--- config.mk ---
export PLATFORM = sky130hd
export DESIGN_NAME = fpga_link_receiver
export DESIGN_NICKNAME = d
export VERILOG_FILES = /design/src/rtl/fpga_link_receiver.sv
export SDC_FILE = /design/constraint.sdc
export NUM_CORES = 1
export LEC_CHECK = 0
export BUFFER_PORTS_ARGS = -buffer_cell sky130_fd_sc_hd__buf_2
export CAP_MARGIN = 20
export CORE_ASPECT_RATIO = 0.6
export CORE_MARGIN = 2
export CORE_UTILIZATION = 45
export DETAILED_ROUTE_END_ITERATION = 6
export HOLD_SLACK_MARGIN = 0.12
export PLACE_DENSITY_LB_ADDON = 0.05
export SYNTH_ARGS = -nofsm -noshare
export SYNTH_HDL_FRONTEND = slang
export SYNTH_SLANG_ARGS = --single-unit
--- constraint.sdc ---
create_clock -name clock -period 2.6 [get_ports clock]
set_input_delay 0.13 -clock clock [delete_from_list [all_inputs] [get_ports clock]]
set_output_delay 0.13 -clock clock [all_outputs]
set_load 0.02 [all_outputs]
--- src/rtl/fpga_link_receiver.sv ---
// rtl/fpga_link_receiver.sv - Bit-serial four-phase handshake link receiver with frame checking and stall timeout.
module fpga_link_receiver #(
    parameter int DATA_WIDTH     = 8,
    parameter int SYNC_STAGES    = 2,
    parameter int TIMEOUT_CYCLES = 1024
) (
    input  logic                  clock,
    input  logic                  reset,
    input  logic                  send,
    input  logic                  data_bit,
    input  logic                  finish,
    output logic                  acknowledge,
    output logic [DATA_WIDTH-1:0] data_out,
    output logic                  received,
    output logic                  frame_error,
    output logic                  busy
);

    localparam int CW = $clog2(DATA_WIDTH + 1);
    localparam int TW = $clog2(TIMEOUT_CYCLES + 1);

    typedef enum logic [1:0] {S_WAIT, S_BIT_ACK, S_FIN_ACK, S_RESYNC} state_t;

    state_t                  r_state;
    state_t                  w_next_state;
    logic [SYNC_STAGES-1:0]  r_send_sync;
    logic [SYNC_STAGES-1:0]  r_data_sync;
    logic [SYNC_STAGES-1:0]  r_fin_sync;
    logic [CW-1:0]           r_bit_cnt;
    logic [DATA_WIDTH-1:0]   r_shift;
    logic [TW-1:0]           r_timer;
    logic                    w_send_s;
    logic                    w_data_s;
    logic                    w_finish_s;
    logic                    w_cnt_full;
    logic                    w_timer_run;
    logic                    w_timer_hit;
    logic                    w_capture;
    logic                    w_good;
    logic                    w_bad;
    logic                    w_clr_cnt;
    logic                    w_ack_d;

    // All link pins cross into the clock domain through equal-depth chains so data stays aligned with send.
    always_ff @(posedge clock) begin
        if (reset) begin
            r_send_sync <= '0;
            r_data_sync <= '0;
            r_fin_sync  <= '0;
        end else begin
            r_send_sync <= {r_send_sync[SYNC_STAGES-2:0], send};
            r_data_sync <= {r_data_sync[SYNC_STAGES-2:0], data_bit};
            r_fin_sync  <= {r_fin_sync[SYNC_STAGES-2:0], finish};
        end
    end

    assign w_send_s    = r_send_sync[SYNC_STAGES-1];
    assign w_data_s    = r_data_sync[SYNC_STAGES-1];
    assign w_finish_s  = r_fin_sync[SYNC_STAGES-1];
    assign w_cnt_full  = (r_bit_cnt == CW'(DATA_WIDTH));
    assign w_timer_run = (r_state == S_BIT_ACK) || (r_state == S_FIN_ACK) ||
                         ((r_state == S_WAIT) && (r_bit_cnt != '0));
    assign w_timer_hit = w_timer_run && (r_timer == TW'(TIMEOUT_CYCLES - 1));

    always_ff @(posedge clock) begin
        if (reset) r_state <= S_WAIT;
        else       r_state <= w_next_state;
    end

    // Link events take priority over a coincident timeout so a live transmitter is never aborted.
    always_comb begin
        w_next_state = r_state;
        w_capture    = 1'b0;
        w_good       = 1'b0;
        w_bad        = 1'b0;
        w_clr_cnt    = 1'b0;
        case (r_state)
            S_WAIT: begin
                if (w_finish_s) begin
                    w_next_state = S_FIN_ACK;
                    w_good       = w_cnt_full;
                    w_bad        = !w_cnt_full;
                    w_clr_cnt    = 1'b1;
                end else if (w_send_s) begin
                    w_next_state = S_BIT_ACK;
                    w_capture    = !w_cnt_full;
                    w_bad        = w_cnt_full;
                    w_clr_cnt    = w_cnt_full;
                end else if (w_timer_hit) begin
                    w_next_state = S_RESYNC;
                    w_bad        = 1'b1;
                    w_clr_cnt    = 1'b1;
                end
            end
            S_BIT_ACK: begin
                if (!w_send_s) begin
                    w_next_state = S_WAIT;
                end else if (w_timer_hit) begin
                    w_next_state = S_RESYNC;
                    w_bad        = 1'b1;
                    w_clr_cnt    = 1'b1;
                end
            end
            S_FIN_ACK: begin
                if (!w_finish_s && !w_send_s) begin
                    w_next_state = S_WAIT;
                end else if (w_timer_hit) begin
                    w_next_state = S_RESYNC;
                    w_bad        = 1'b1;
                    w_clr_cnt    = 1'b1;
                end
            end
            default: begin
                if (!w_send_s && !w_finish_s) w_next_state = S_WAIT;
            end
        endcase
    end

    always_comb begin
        w_ack_d = (w_next_state == S_BIT_ACK) || (w_next_state == S_FIN_ACK);
    end

    always_ff @(posedge clock) begin
        if (reset) begin
            acknowledge <= 1'b0;
            received    <= 1'b0;
            frame_error <= 1'b0;
            data_out    <= '0;
            r_shift     <= '0;
            r_bit_cnt   <= '0;
        end else begin
            acknowledge <= w_ack_d;
            received    <= w_good;
            frame_error <= w_bad;
            if (w_good) data_out <= r_shift;
            for (int i = 0; i < DATA_WIDTH; i++) begin
                if (w_capture && (r_bit_cnt == CW'(i))) r_shift[i] <= w_data_s;
            end
            if (w_clr_cnt)      r_bit_cnt <= '0;
            else if (w_capture) r_bit_cnt <= r_bit_cnt + CW'(1);
        end
    end

    always_ff @(posedge clock) begin
        if (reset || (w_next_state != r_state) || w_capture || !w_timer_run) r_timer <= '0;
        else                                                                 r_timer <= r_timer + TW'(1);
    end

    assign busy = (r_state != S_WAIT) || (r_bit_cnt != '0);

endmodule
# Word level (Yosys, flattened, before mapping)
# Cells that the tools add are included.
[totals]
word_cells = 81
mem_bits_ro = 0
ramBits = 0
inputBits = 5
out_inout_bits = 12
regBits = 42
latch_bits = 0
n_memories = 0
[classes]
n_reduce_logical = 27
bitwise = 0
n_mul = 0
n_eq_ne = 14
shifts = 0
div = 0
order_cmp = 0
n_mux = 20
n_addsub = 2
[op_table]
columns = ["operator", "n"]
rows = [
  ["$eq 4x3->1 const B", 4],
  ["$mux 2", 6],
  ["$add 11x1->11 const B", 1],
  ["$eq 11x10->1 const B", 1],
  ["$logic_and 1x1->1", 11],
  ["$mux 1", 11],
  ["$eq 4x2->1 const B", 2],
  ["$logic_or 1x1->1", 7],
  ["$pmux 1 s3", 2],
  ["$pmux 2 s3", 1],
  ["$add 4x1->4 const B", 1],
  ["$eq 2x1->1 const B", 2],
  ["$eq 2x2->1 const B", 2],
  ["$eq 4x1->1 const B", 1],
  ["$eq 4x4->1 const B", 1],
  ["$logic_not 1->1", 4],
  ["$logic_not 4->1", 1],
  ["$reduce_bool 4->1", 1],
  ["$logic_not 2->1", 1],
  ["$ne 2x2->1", 1],
  ["$reduce_bool 2->1", 1],
  ["$reduce_or 2->1", 1],
]

# Logic depth before layout (Yosys ltp)
[depth]
ltp_word = 12
mapped_depth = 9
depth_no_buf = 7

# Least setup slack after synthesis
# No wires, ideal clock.
[synth_timing]
path_type = "reg-to-reg"
startpoint = "reg r_state[0]"
endpoint = "reg r_timer[1]"
t_required_ns = 2.521
arrival_time_ns = 1.942
path_stages_with_launch = 10
setup_slack_ns = 0.579
synth_period_minus_slack_ns = 2.021
n_path_buf = 2
setup_time_ns = 0.079
path_cell_list = "dfxtp_1 -> inv_1 -> ha_1 -> buf_2 -> nor2b_1 -> o32ai_1 -> or3_1 -> o211ai_1 -> buf_2 -> a211oi_2"
[synth_via]
elab_chain_len = 12
elab_cells_between_ends = 20
classes_between = "3 x eq/ne; 8 x mux; 9 x reduce/logical"
[synth_lines]
columns = ["item", "line_no", "text"]
rows = [
  ["from (decl)", "24", "state_t r_state;"],
  ["from (signal assigned)", "67", "else r_state <= w_next_state;"],
  ["$eq 2x1->1, or another cell as far along", "61, 77", ""],
  ["$logic_or 1x1->1 or $logic_and 1x1->1 (tied branches)", "61, 62", ""],
  ["$logic_or 1x1->1", "61", "assign w_timer_run = (r_state == S_BIT_ACK) || (r_state == S_FIN_ACK) ||"],
  ["$logic_and 1x1->1", "63", "assign w_timer_hit = w_timer_run && (r_timer == TW'(TIMEOUT_CYCLES - 1));"],
  ["$mux 2", "89, 98, 107", ""],
  ["$mux 2", "84", "end else if (w_send_s) begin"],
  ["$mux 2", "79", "if (w_finish_s) begin"],
  ["$pmux 2 s3", "77", "case (r_state)"],
  ["$ne 2x2->1", "145", "if (reset || (w_next_state != r_state) || w_capture || !w_timer_run) r_timer <= '0;"],
  ["$logic_or 1x1->1 (2 in series)", "145", ""],
  ["$logic_or 1x1->1 (*)", "145", ""],
  ["to (signal assigned)", "146", "else r_timer <= r_timer + TW'(1);"],
  ["to (decl)", "31", "logic [TW-1:0] r_timer;"],
]
# Mark *: on every way between the ends. The rest lies on a longest branch, timed or not.
# A chain may end at the register's enable or synchronous reset.

# Final worst setup path
[layout_timing]
startpoint = "reg r_state[0]"
endpoint = "reg r_timer[3]"
# Same word-level chain as after synthesis.

==> results.toml <==
[outcome]
outcome = "finished clean"

[routing]
postRouteAntennaNets = 0
dr.pass1.iters = 4
wl_per_cell_um = 14.8
drt_wl_total_um = 4560
avgViaCountPerCell = 5.36
drt_iter0_drc = 71
vias = 1652
drc = 0

[sta]
final_critical_path_setup_slack_ns = 0.323
fin_hold_ws_ns = 0.284
period_minus_slack_ns = 2.28
slew_headroom = 0.569
fmaxAchievable_mhz = 439
fin_setup_tns_ns = 0
fin_crit_sh = 0.876
worstMarginPinSlew_ns = 0.645
rsz0062_at_grt = "no"
setup_viol = 0
drv_slew = 0
hold_viol_final = 0
skew_ns = 0.00381

[yosys]
ys_async_sr_fraction = 0
syn-cell-area_um2 = 2090
synth_fa_ha_area_frac = 0.0539
synthSimpleGateAreaFrac = 0.217
synthXorXnorAreaFrac = 0.0587
synth.avg_cell_area_um2 = 9.32
synth-compound-area-share = 0.165
seq_area_frac_synth = 0.403
synth_edf_count = 0
netlist_instances = 224
yosys_warnings = 0
synth_seq_cells = 42
ys.flop_type = "dfxtp_1"
synth_cell_type_count = 46
muxShareOfSynthArea = 0.0623
synth_top_family_by_area = "simple AND/OR/NAND/NOR gates"
synth_nets = 238

[pwr]
ir_drop_v = 0.000317
switching_share = 0.249
seqPwrFrac = 0.500
power.internal_mw = 0.996
powerDensity_nw_per_um2 = 557
p_leak_nw = 0.905
p_sw_mw = 0.331
p_comb_frac = 0.110
share_clk_of_total_power = 0.390

[cts]
htree_levels = 2
clockBufferDepth = 2
cts_tree = "yes"
clkSinkCount = 42
path_clk_slew_ns = 0.08
cts_buffers = 5
cts_root_buf = "clkbuf_8"
clk_latency_ns = 0.30
post_cts_buffers = 0

[worst_setup_path]
cp.arrival_ns = 2.50
critPathRequiredTime_ns = 2.82
reg2reg_setup_slack_ns = 0.32
crit_chain = "inv_1, ha_1, nor2b_1, o32ai_2, or3_1, o211ai_1, buf_4, a211oi_2"
slowest_delay_ns = 0.48
crit_type = "flip-flop to flip-flop"
critPathBufInv = 2
critical-path-top-delay-family = "compound AO/OA/AOI/OAI gates"
end_kind = "flip-flop"
slowest_stage = "dfxtp_1"
crit_fanout = 11
cp-start-kind = "flip-flop"

[layout]
final_nets = 258
fin_cells = 308
drive_gt1_frac = 0.184
antenna_cells = 0
fin_util = 0.527
area.growth.synth_to_final_pct = 14.1

[die]
die_area_um2 = 5220
core_um2 = 4520
io_pins = 17
die_w_um = 91.9
dieHeight_um = 56.8
row_count = 19
start_util = 0.462

[grt]
grt_pass1_wl_um = 7470
grt_max_degree = 30
antenna_found_initial = 0
grt_pass1_vias = 1518
gr-usage-all-layers = 0.187
grt_overflow = 0

[placed_design]
placedCellCount = 297
post-place-ws_ns = 0.202
place_hpwl_um = 3350
io_buffer_count = 16
place.gp.congestion = 0.887

[hold_path]
hold_class = "primary input to flip-flop"

[flow_run]
maxCapViolCount = 0
## timing repair
item,CTS,global route
hold endpoints to repair,3,0
resized for setup,0,1
endpoints found under the setup margin,0,10
hold buffers,3,0
## through the flow
step | total power, mW | cell area [um2]
2_1_floorplan | 0.784 | 2090
4_1_cts | 1.34 | 2370
3_5_place_dp | 0.817 | 2230
3_3_place_gp | 0.816 | 2230
6_report | 1.33 | 2380
5_1_grt | 1.37 | 2380
## flip-flops by register name (all words and copies together), names as in the netlist
register and cells:
r_fin_sync 2, r_send_sync 2, r_state 2, received 1, data_out 8, frame_error 1, r_data_sync 2, r_bit_cnt 4
r_shift 8, r_timer 11, acknowledge 1
## power groups by stage
stage               Combinational (mW)  Clock, mW  Sequential (mW)
finish                           0.146      0.517            0.663
global route                     0.160      0.549            0.665
CTS                              0.143      0.530            0.663
detailed placement               0.139          0            0.679
global placement                 0.138          0            0.678
floorplan                        0.107          0            0.677
## cell usage after synthesis (all sizes together) (2+ instances only)
library cell  count  area share
dfxtp            42        0.40
nor2             27       0.049
nand2            14       0.025
mux2i            13       0.062
a211oi           12       0.067
nand3            12       0.029
a21oi             9       0.023
ha                9       0.054
nor2b             9       0.027
inv               7       0.013
xnor2             7       0.029
xor2              7       0.029
buf               6       0.017
clkbuf            6       0.011
nand4             4       0.012
o21ai             4      0.0096
nand2b            3      0.0090
o32ai             3       0.013
a21o              2      0.0072
a31oi             2       0.013
and3              2      0.0060
and4              2      0.0084
nor3              2      0.0048
o211ai            2      0.0072
or3               2      0.0060
or3b              2      0.0084
## layout by cell type (no fill, tap or decap), types with 3 or more instances in the layout
master,Yosys,layout
xnor2_1,7,7
xor2_1,7,7
ha_1,9,9
nand2b_1,3,3
clkbuf_8,0,5
nor2b_1,9,9
dlygate4sd3_1,0,3
inv_1,7,7
o21ai_0,3,3
mux2i_1,13,13
dfxtp_1,42,42
nand2_1,14,14
a21oi_1,8,8
nor2_1,27,27
buf_4,0,6
buf_2,4,16
nand3_1,12,12
nand4_1,4,4
a211oi_2,10,10
## cell families after synthesis
group           Yosys count
flops                    42
xor+xnor                 14
mux                      13
buf+inv                  19
fa+ha+maj                 9
compound gates           40
simple gates             87
## area by class of cell
class	count	area (um2)
clock inverter	2	37.5
clock buffer	6	72.6
timing repair buffer	25	155
sequential	42	841
multi-input combinational	163	1170
inverter	7	26.3
tap	63	78.8
fill	435	2130
## path summary, 6_finish.rpt
path,from,cells past startpoint,endpoint
worst max register to register,r_state[0],8,r_timer[3]
worst max-delay path,r_state[0],8,r_timer[3]
worst min register to register,r_fin_sync[0],1,r_fin_sync[1]
worst min-delay path,reset,2,r_state[0]
## layer usage
layer  vias up  track usage  share of wire
met4         0       0.0640          0.015
li1        833            -              -
met3         8       0.0497          0.048
met2        34        0.255           0.39
met5         -            0              0
met1       777        0.279           0.55
No activity file was read; power rests on OpenSTA's default activity.
